File: src/rtl/apb_initiator.sv
// APB initiator: turns one command-channel request into a single APB transfer
// and returns its completion (read data, slave error, timeout) on a response channel.
module apb_initiator #(
    parameter int ADDR_WIDTH = 8,
    parameter int DATA_WIDTH = 32,
    parameter int TIMEOUT    = 16
) (
    input  logic                  PCLK,
    input  logic                  PRESET,
    input  logic                  cmd_valid,
    output logic                  cmd_ready,
    input  logic                  cmd_write,
    input  logic [ADDR_WIDTH-1:0] cmd_addr,
    input  logic [DATA_WIDTH-1:0] cmd_wdata,
    output logic                  rsp_valid,
    input  logic                  rsp_ready,
    output logic [DATA_WIDTH-1:0] rsp_rdata,
    output logic                  rsp_err,
    output logic                  rsp_timeout,
    output logic                  PSEL,
    output logic                  PENABLE,
    output logic                  PWRITE,
    output logic [ADDR_WIDTH-1:0] PADDR,
    output logic [DATA_WIDTH-1:0] PWDATA,
    input  logic                  PREADY,
    input  logic                  PSLVERR,
    input  logic [DATA_WIDTH-1:0] PRDATA
);

    typedef enum logic [1:0] {IDLE, SETUP, ACCESS, RESP} stateType;

    localparam int CNT_W = (TIMEOUT > 0) ? $clog2(TIMEOUT + 1) : 1;
    // Abort fires on the ACCESS cycle whose stall would bring the count to TIMEOUT.
    localparam logic [CNT_W-1:0] LAST_WAIT = (TIMEOUT > 0) ? CNT_W'(TIMEOUT - 1) : '0;

    stateType         state;
    stateType         nextState;
    logic [CNT_W-1:0] waitCnt;
    logic             timeoutHit;

    assign timeoutHit = (TIMEOUT > 0) && (state == ACCESS) && !PREADY && (waitCnt == LAST_WAIT);

    // NOTE: sequential state uses non-blocking assignments so every register
    // samples pre-edge values, independent of process ordering.
    always_ff @(posedge PCLK) begin
        if (PRESET) state <= IDLE;
        else        state <= nextState;
    end

    // NOTE: default assignment first keeps this block free of inferred latches.
    always_comb begin
        nextState = state;
        unique case (state)
            IDLE:    if (cmd_valid)            nextState = SETUP;
            SETUP:                             nextState = ACCESS;
            ACCESS:  if (PREADY || timeoutHit) nextState = RESP;
            RESP:    if (rsp_ready)            nextState = IDLE;
            default:                           nextState = IDLE;
        endcase
    end

    // Handshake and APB strobes decode from the state register only; reset masks cmd_ready.
    always_comb begin
        cmd_ready = (state == IDLE) && !PRESET;
        PSEL      = (state == SETUP) || (state == ACCESS);
        PENABLE   = (state == ACCESS);
        rsp_valid = (state == RESP);
    end

    always_ff @(posedge PCLK) begin
        if (PRESET) begin
            PWRITE      <= 1'b0;
            PADDR       <= '0;
            PWDATA      <= '0;
            rsp_rdata   <= '0;
            rsp_err     <= 1'b0;
            rsp_timeout <= 1'b0;
            waitCnt     <= '0;
        end else begin
            unique case (state)
                IDLE: begin
                    if (cmd_valid) begin
                        PWRITE <= cmd_write;
                        PADDR  <= cmd_addr;
                        PWDATA <= cmd_write ? cmd_wdata : '0;
                    end
                end
                SETUP: waitCnt <= '0;
                ACCESS: begin
                    if (PREADY) begin
                        rsp_rdata   <= PWRITE ? '0 : PRDATA;
                        rsp_err     <= PSLVERR;
                        rsp_timeout <= 1'b0;
                    end else begin
                        waitCnt <= waitCnt + 1'b1;
                        if (timeoutHit) begin
                            rsp_rdata   <= '0;
                            rsp_err     <= 1'b1;
                            rsp_timeout <= 1'b1;
                        end
                    end
                end
                default: ;
            endcase
        end
    end

endmodule
File: config.mk
export PLATFORM = sky130hd
export DESIGN_NAME = apb_initiator
export DESIGN_NICKNAME = d
export VERILOG_FILES = /design/src/rtl/apb_initiator.sv
export SDC_FILE = /design/constraint.sdc
export NUM_CORES = 1
export LEC_CHECK = 0
export ABC_AREA = 0
export BUFFER_PORTS_ARGS = -buffer_cell sky130_fd_sc_hd__buf_2
export CORE_ASPECT_RATIO = 2
export CORE_MARGIN = 8
export CORE_UTILIZATION = 42
export DETAILED_ROUTE_END_ITERATION = 6
export GPL_ROUTABILITY_DRIVEN = 1
export PLACE_DENSITY = 0.8
export SLEW_MARGIN = 20
export SYNTH_ARGS = -nofsm -noshare
export SYNTH_HDL_FRONTEND = slang
export SYNTH_SLANG_ARGS = --single-unit
export TNS_END_PERCENT = 10
File: constraint.sdc
create_clock -name PCLK -period 1.5 [get_ports PCLK]
set_clock_uncertainty 0.05 [all_clocks]
set_input_delay 0.075 -clock PCLK [delete_from_list [all_inputs] [get_ports PCLK]]
set_output_delay 0.075 -clock PCLK [all_outputs]
set_load 0.01 [all_outputs]
Word-level counts from Yosys, hierarchy flattened
Cells that the tools add are included.
Storage, ports and cells
  input port bits: 79
  register bits: 82
  output and inout port bits: 79
  word-level logic and storage cells: 44
Cells by class
  add/sub/neg operators: 1
  equal/unequal tests: 8
  muxes and demuxes: 13
  reduce and logical (&&, ||, !) cells: 14
Operators by type and width (count)
  32-bit two-way mux: 4
  5-bit one-hot mux with 2 select lines: 1
  2-bit one-hot mux with 4 select lines: 1
  2-bit two-way mux: 3
  2-bit AND reduction: 3
  5-bit by 1-bit adder with 5-bit output (second input constant): 1
  5-bit by 4-bit equality test with 1-bit output (second input constant): 1
  5-bit two-way mux: 1
  2-bit equality test (second input constant): 2
  2-bit by 1-bit inequality test with 1-bit output (second input constant): 2
  2-bit inequality test (second input constant): 2
  2-bit nonzero test: 2
  1-bit logical AND: 3
  1-bit two-way mux: 3
  3-bit AND reduction: 1
  2-bit by 1-bit equality test with 1-bit output (second input constant): 1
  1-bit logical NOT: 2
  2-bit logical NOT: 1
  1-bit logical OR: 2

Logic depth before layout (Yosys ltp)
  depth in word-level cells: 6
  mapped depth: 7
  depth with buffers taken out: 6

Least setup slack after synthesis
Ideal clock, no wire load.
  kind: register to register
  start point: register waitCnt[0]
  end point: register rsp_rdata[2]
  stages on the path, launching flop included: 8
  required time: 1.381 ns
  slack: -0.194 ns
  period minus slack after synthesis: 1.694 ns
  buffers on the path: 1
  arrival: 1.575 ns
  library setup time: 0.069 ns
  path through: dfxtp_1 -> ha_1 -> and3_1 -> ha_1 -> o21ai_2 -> clkbuf_1 -> nand2_1 -> a21oi_2
On the way
  cells in the longest elaborated chain, start to end: 4
Ends and longest elaborated chain
  start: declaration: line 38  | logic [CNT_W-1:0] waitCnt;
  start signal: assignment: line 95  | waitCnt <= waitCnt + 1'b1;
  5-bit by 4-bit equality test with 1-bit output: line 41  | assign timeoutHit = (TIMEOUT > 0) && (state == ACCESS) && !PREADY && (waitCnt == LAST_WAIT);
  1-bit logical AND: line 41
  2-bit nonzero test (no source line)
  2-bit AND reduction (no source line)
  end signal: assignment: line 91  | rsp_rdata <= PWRITE ? '0 : PRDATA;
  end: declaration: line 17  | output logic [DATA_WIDTH-1:0] rsp_rdata,
No other way between the ends.
A chain may end at the register's enable or synchronous reset.

Worst setup path after layout
  start point: register waitCnt[1]
  end point: register rsp_rdata[24]
The elaborated chain is that of the path after synthesis.

==> impl_metrics.tcl <==
set metrics [dict create \
    routed_wl_mm 11.7 \
    clock_latency_ps 320 \
    cts_tree "yes" \
    post_cts.repair.setup_buffers 0 \
    worst_ep_required_time_ps 1700 \
    row_count 46 \
    crit_buf_inv 1 \
    top_delay_family_on_crit_path "flip-flops" \
    cellLeakagePower_nw 2.33 \
    max-slew-margin-rel_pct 58.9 \
    multi_input_comb_area_sq_mm 0.00160 \
    r2r_end "rsp_rdata[24]" \
    critical_path.cell_chain "ha_4 -> and3_4 -> ha_4 -> o21ai_2 -> buf_6 -> nand2_1 -> a21oi_1" \
    worst_path_max_delay_cell "sky130_fd_sc_hd__dfxtp_2" \
    final_nets 703 \
    drtPass1Iterations 4 \
    finalSetupViolCount 31 \
    io_pins 158 \
    first_global_vias 3676 \
    finish.cell_count_without_fillers 718 \
    drt_first_iter_violations 188 \
    failed_checks "negative setup slack" \
    worst_r2r_startpoint "waitCnt[1]" \
    slew_violations 0 \
    ff2ff_path_depth 7 \
    vdd.ir_drop.worst_v 0.000959 \
    die_y_um 142 \
    largest_net_degree_at_the_start_of_global_routing 37 \
    core_area_sq_mm 0.00783 \
    max_slew.worst_pin.slew_ps 617 \
    root_buffer "sky130_fd_sc_hd__clkbuf_16" \
    yosys_warnings 0 \
    count_of_h_tree_levels_built_during_cts 3 \
    synth_sequential_area_ratio_pct 49.0 \
    route.detailed.vias_per_inst 5.02 \
    synth-seq-cells 82 \
    most_used_cell_cp "sky130_fd_sc_hd__ha_4" \
    worst_hold_path_endpoint "state[1]" \
    number_of_buffers_between_clock_root_and_the_deepest_sink 2 \
    number_of_sinks_on_the_clock_net 82 \
    cap_violations 0 \
    outcome "finished, violations left" \
    critical_path.max_fanout 20 \
    worst_hold_path_type "in2reg" \
    area_overhead_vs_synth_pct 62.7 \
    floorplan.die.width_um 79.2 \
    hold_critical_path_depth 4 \
    cp.arrival_ps 1760 \
    start_util_pct 42.8 \
    route.antenna.remaining_nets 0 \
    fp.dieArea_sq_mm 0.0113 \
    path_class "reg2reg" \
    layout.filler_cells 565 \
    hold_path.startpoint "cmd_valid" \
    achievable_freq_ghz 0.642 \
    antenna_found_initial 0 \
    cts_buffers 9 \
    cp-start-kind "flip-flop" \
    antenna_diode_count 0 \
    synthesized_netlist_cell_count 387 \
    mappedNetlistNets 473 \
    route.detailed.wl_per_inst_um 16.3 \
    rsz_0062_raised_after_global_routing "true" \
    detailedPlacementHpwl_mm 7.01 \
    report.power.total_w 0.00654 \
    finalHoldViolCount 0 \
    drive_gt1_share_pct 40.7 \
    synth_area_per_cell_sq_um 8.66 \
    post-route-worst-setup-slack_ps -56.7 \
    post-route-cell-area_sq_mm 0.00545 \
    global_route.overflow_total 0 \
    gpl.final_weighted_congestion 0.845 \
    cpPeakStageDelay_ps 330 \
    placed_cells_incl_taps 628 \
    rrSetupSlack_ps -60 \
    drc 0 \
    clkSlewWorstSetupHoldPaths_ps 60 \
    cell_area_after_synthesis_sq_mm 0.00335 \
    portBuffers 157 \
    placed_cell_area_sq_mm 0.00437 \
    tns_ps -796 \
    setup.worst_path.end_class "flip-flop" \
    grt_first_pass_wirelength_mm 18.6 \
    timing.final.crit_share_pct 104 \
    globalRouteTotalUtil_pct 20.5 \
    netlist-cell-type-count 33 \
    fin_crit_ps 1560 \
    route.vias.total 3607 \
    power.density_mw_per_mm2 1200 \
    sequential_area_sq_mm 0.00165 \
    timing.hold.ws_ps 139 \
]
==> worst min-delay path, cell delays in order <==
cell and delay [ps]:
sky130_fd_sc_hd__buf_2 110, sky130_fd_sc_hd__nor2b_2 110, sky130_fd_sc_hd__buf_4 120, sky130_fd_sc_hd__o41ai_1 60
==> timing repair <==
action / CTS / global route
hold endpoints to repair: 73 / 0
hold buffers: 74 / 0
pin swaps: 16 / 2
setup endpoints to repair: 34 / 66
gates resized for setup: 4 / 7
==> metal layers <==
| metal | GRT usage (%) | routed length (um) | vias up |
|---|---|---|---|
| li1 | - | - | 1776 |
| met2 | 34.8 | 5920 | 144 |
| met5 | 0 | 0 | - |
| met1 | 23.3 | 4680 | 1673 |
| met3 | 7.09 | 929 | 14 |
| met4 | 6.10 | 144 | 0 |
==> worst max path at each step <==
stage	start	to	slack, ps	cells after the start
4_1_cts	waitCnt[1]	rsp_rdata[1]	-50	7
2_1_floorplan	waitCnt[0]	rsp_rdata[7]	-1	7
5_1_grt	waitCnt[1]	rsp_rdata[18]	-120	7
6_report	waitCnt[1]	rsp_rdata[24]	-60	7
3_5_place_dp	waitCnt[1]	rsp_rdata[0]	-60	7
3_3_place_gp	waitCnt[1]	rsp_rdata[0]	-40	7
==> metrics by stage <==
| step | utilization, % | worst slack (ps) |
|---|---|---|
| global placement | 55.8 | -40.5 |
| floorplan | - | -1.01 |
| finish | 69.7 | -56.7 |
| global route | 69.7 | -123 |
| detailed placement | 55.8 | -55.7 |
| CTS | 69.4 | -50.6 |
==> cell usage in the layout, fill, tap and decap left out, types with 2 or more instances in the layout <==
cell                            count
sky130_fd_sc_hd__dfxtp_1           78
sky130_fd_sc_hd__buf_12             6
sky130_fd_sc_hd__inv_1              3
sky130_fd_sc_hd__clkbuf_16          9
sky130_fd_sc_hd__nand3_2           31
sky130_fd_sc_hd__clkbuf_8           2
sky130_fd_sc_hd__nor2_1             3
sky130_fd_sc_hd__nor3_1             3
sky130_fd_sc_hd__o21ai_1            2
sky130_fd_sc_hd__nor2b_1            2
sky130_fd_sc_hd__ha_1               3
sky130_fd_sc_hd__ha_2               2
sky130_fd_sc_hd__dlygate4sd3_1     74
sky130_fd_sc_hd__ha_4               2
sky130_fd_sc_hd__nand2_1           85
sky130_fd_sc_hd__buf_4             14
sky130_fd_sc_hd__dfxtp_2            4
sky130_fd_sc_hd__a21oi_2           10
sky130_fd_sc_hd__a21oi_1           68
sky130_fd_sc_hd__and2_1             2
sky130_fd_sc_hd__nand3_1           33
sky130_fd_sc_hd__nor2b_2            2
sky130_fd_sc_hd__clkinv_2           3
sky130_fd_sc_hd__nand2b_1           2
sky130_fd_sc_hd__buf_2            157
==> kinds of logic (layout without fill, tap and decap cells) <==
| family | count (synthesis) | in the layout | share of synthesized area, % |
|---|---|---|---|
| AO/OA/AOI/OAI | 89 | 89 | 14.9 |
| adder cells (fa/ha/maj) | 7 | 7 | 2.61 |
| buffers and inverters | 37 | 272 | 5.86 |
| flip-flops | 82 | 82 | 49.0 |
| AND/OR/NAND/NOR | 172 | 172 | 27.6 |
==> power by group <==
group          total [W]  internal [W]  switching (W)
Sequential       0.00253       0.00240       0.000130
Clock            0.00221       0.00137       0.000842
Combinational    0.00180      0.000811       0.000989
==> registers in the layout, indices dropped and copies added, names as in the netlist <==
| register | cells |
|---|---|
| waitCnt | 5 |
| PWDATA | 32 |
| state | 2 |
| rsp_rdata | 32 |
| rsp_err | 1 |
| PADDR | 8 |
| rsp_timeout | 1 |
| PWRITE | 1 |
==> cells in the mapped netlist <==
library cell	count	area share [%]
sky130_fd_sc_hd__a211oi_1	1	0.22
sky130_fd_sc_hd__a21oi_1	72	11
sky130_fd_sc_hd__a21oi_2	6	1.6
sky130_fd_sc_hd__and2_1	3	0.56
sky130_fd_sc_hd__and3_1	2	0.37
sky130_fd_sc_hd__buf_1	1	0.11
sky130_fd_sc_hd__buf_2	7	1.0
sky130_fd_sc_hd__buf_4	6	1.3
sky130_fd_sc_hd__buf_6	3	1.0
sky130_fd_sc_hd__clkbuf_1	15	1.7
sky130_fd_sc_hd__clkbuf_4	1	0.22
sky130_fd_sc_hd__dfxtp_1	82	49
sky130_fd_sc_hd__ha_1	7	2.6
sky130_fd_sc_hd__inv_1	4	0.45
sky130_fd_sc_hd__nand2_1	86	9.6
sky130_fd_sc_hd__nand2b_1	2	0.37
sky130_fd_sc_hd__nand3_1	34	5.1
sky130_fd_sc_hd__nand3_2	30	9.0
sky130_fd_sc_hd__nand4b_1	1	0.26
sky130_fd_sc_hd__nor2_1	3	0.34
sky130_fd_sc_hd__nor2b_1	5	0.93
sky130_fd_sc_hd__nor3_1	3	0.45
sky130_fd_sc_hd__nor3b_1	2	0.45
sky130_fd_sc_hd__o211a_1	1	0.30
sky130_fd_sc_hd__o21a_2	1	0.26
sky130_fd_sc_hd__o21ai_0	1	0.15
sky130_fd_sc_hd__o21ai_1	2	0.30
sky130_fd_sc_hd__o21ai_2	1	0.26
sky130_fd_sc_hd__o221a_1	1	0.34
sky130_fd_sc_hd__o311ai_1	1	0.26
sky130_fd_sc_hd__o31a_1	1	0.26
sky130_fd_sc_hd__o41ai_1	1	0.26
sky130_fd_sc_hd__or4_1	1	0.22
==> area by class of cell <==
type / instances / share of cell area, %
clock inverters: 5 / 0.964
repair buffers: 252 / 32.3
well taps: 96 / 2.20
inverters: 4 / 0.275
clock buffers: 11 / 4.64
multi-input cells: 268 / 29.4
flip-flops and latches: 82 / 30.2
Note: power is estimated with default switching activity, not from simulation.
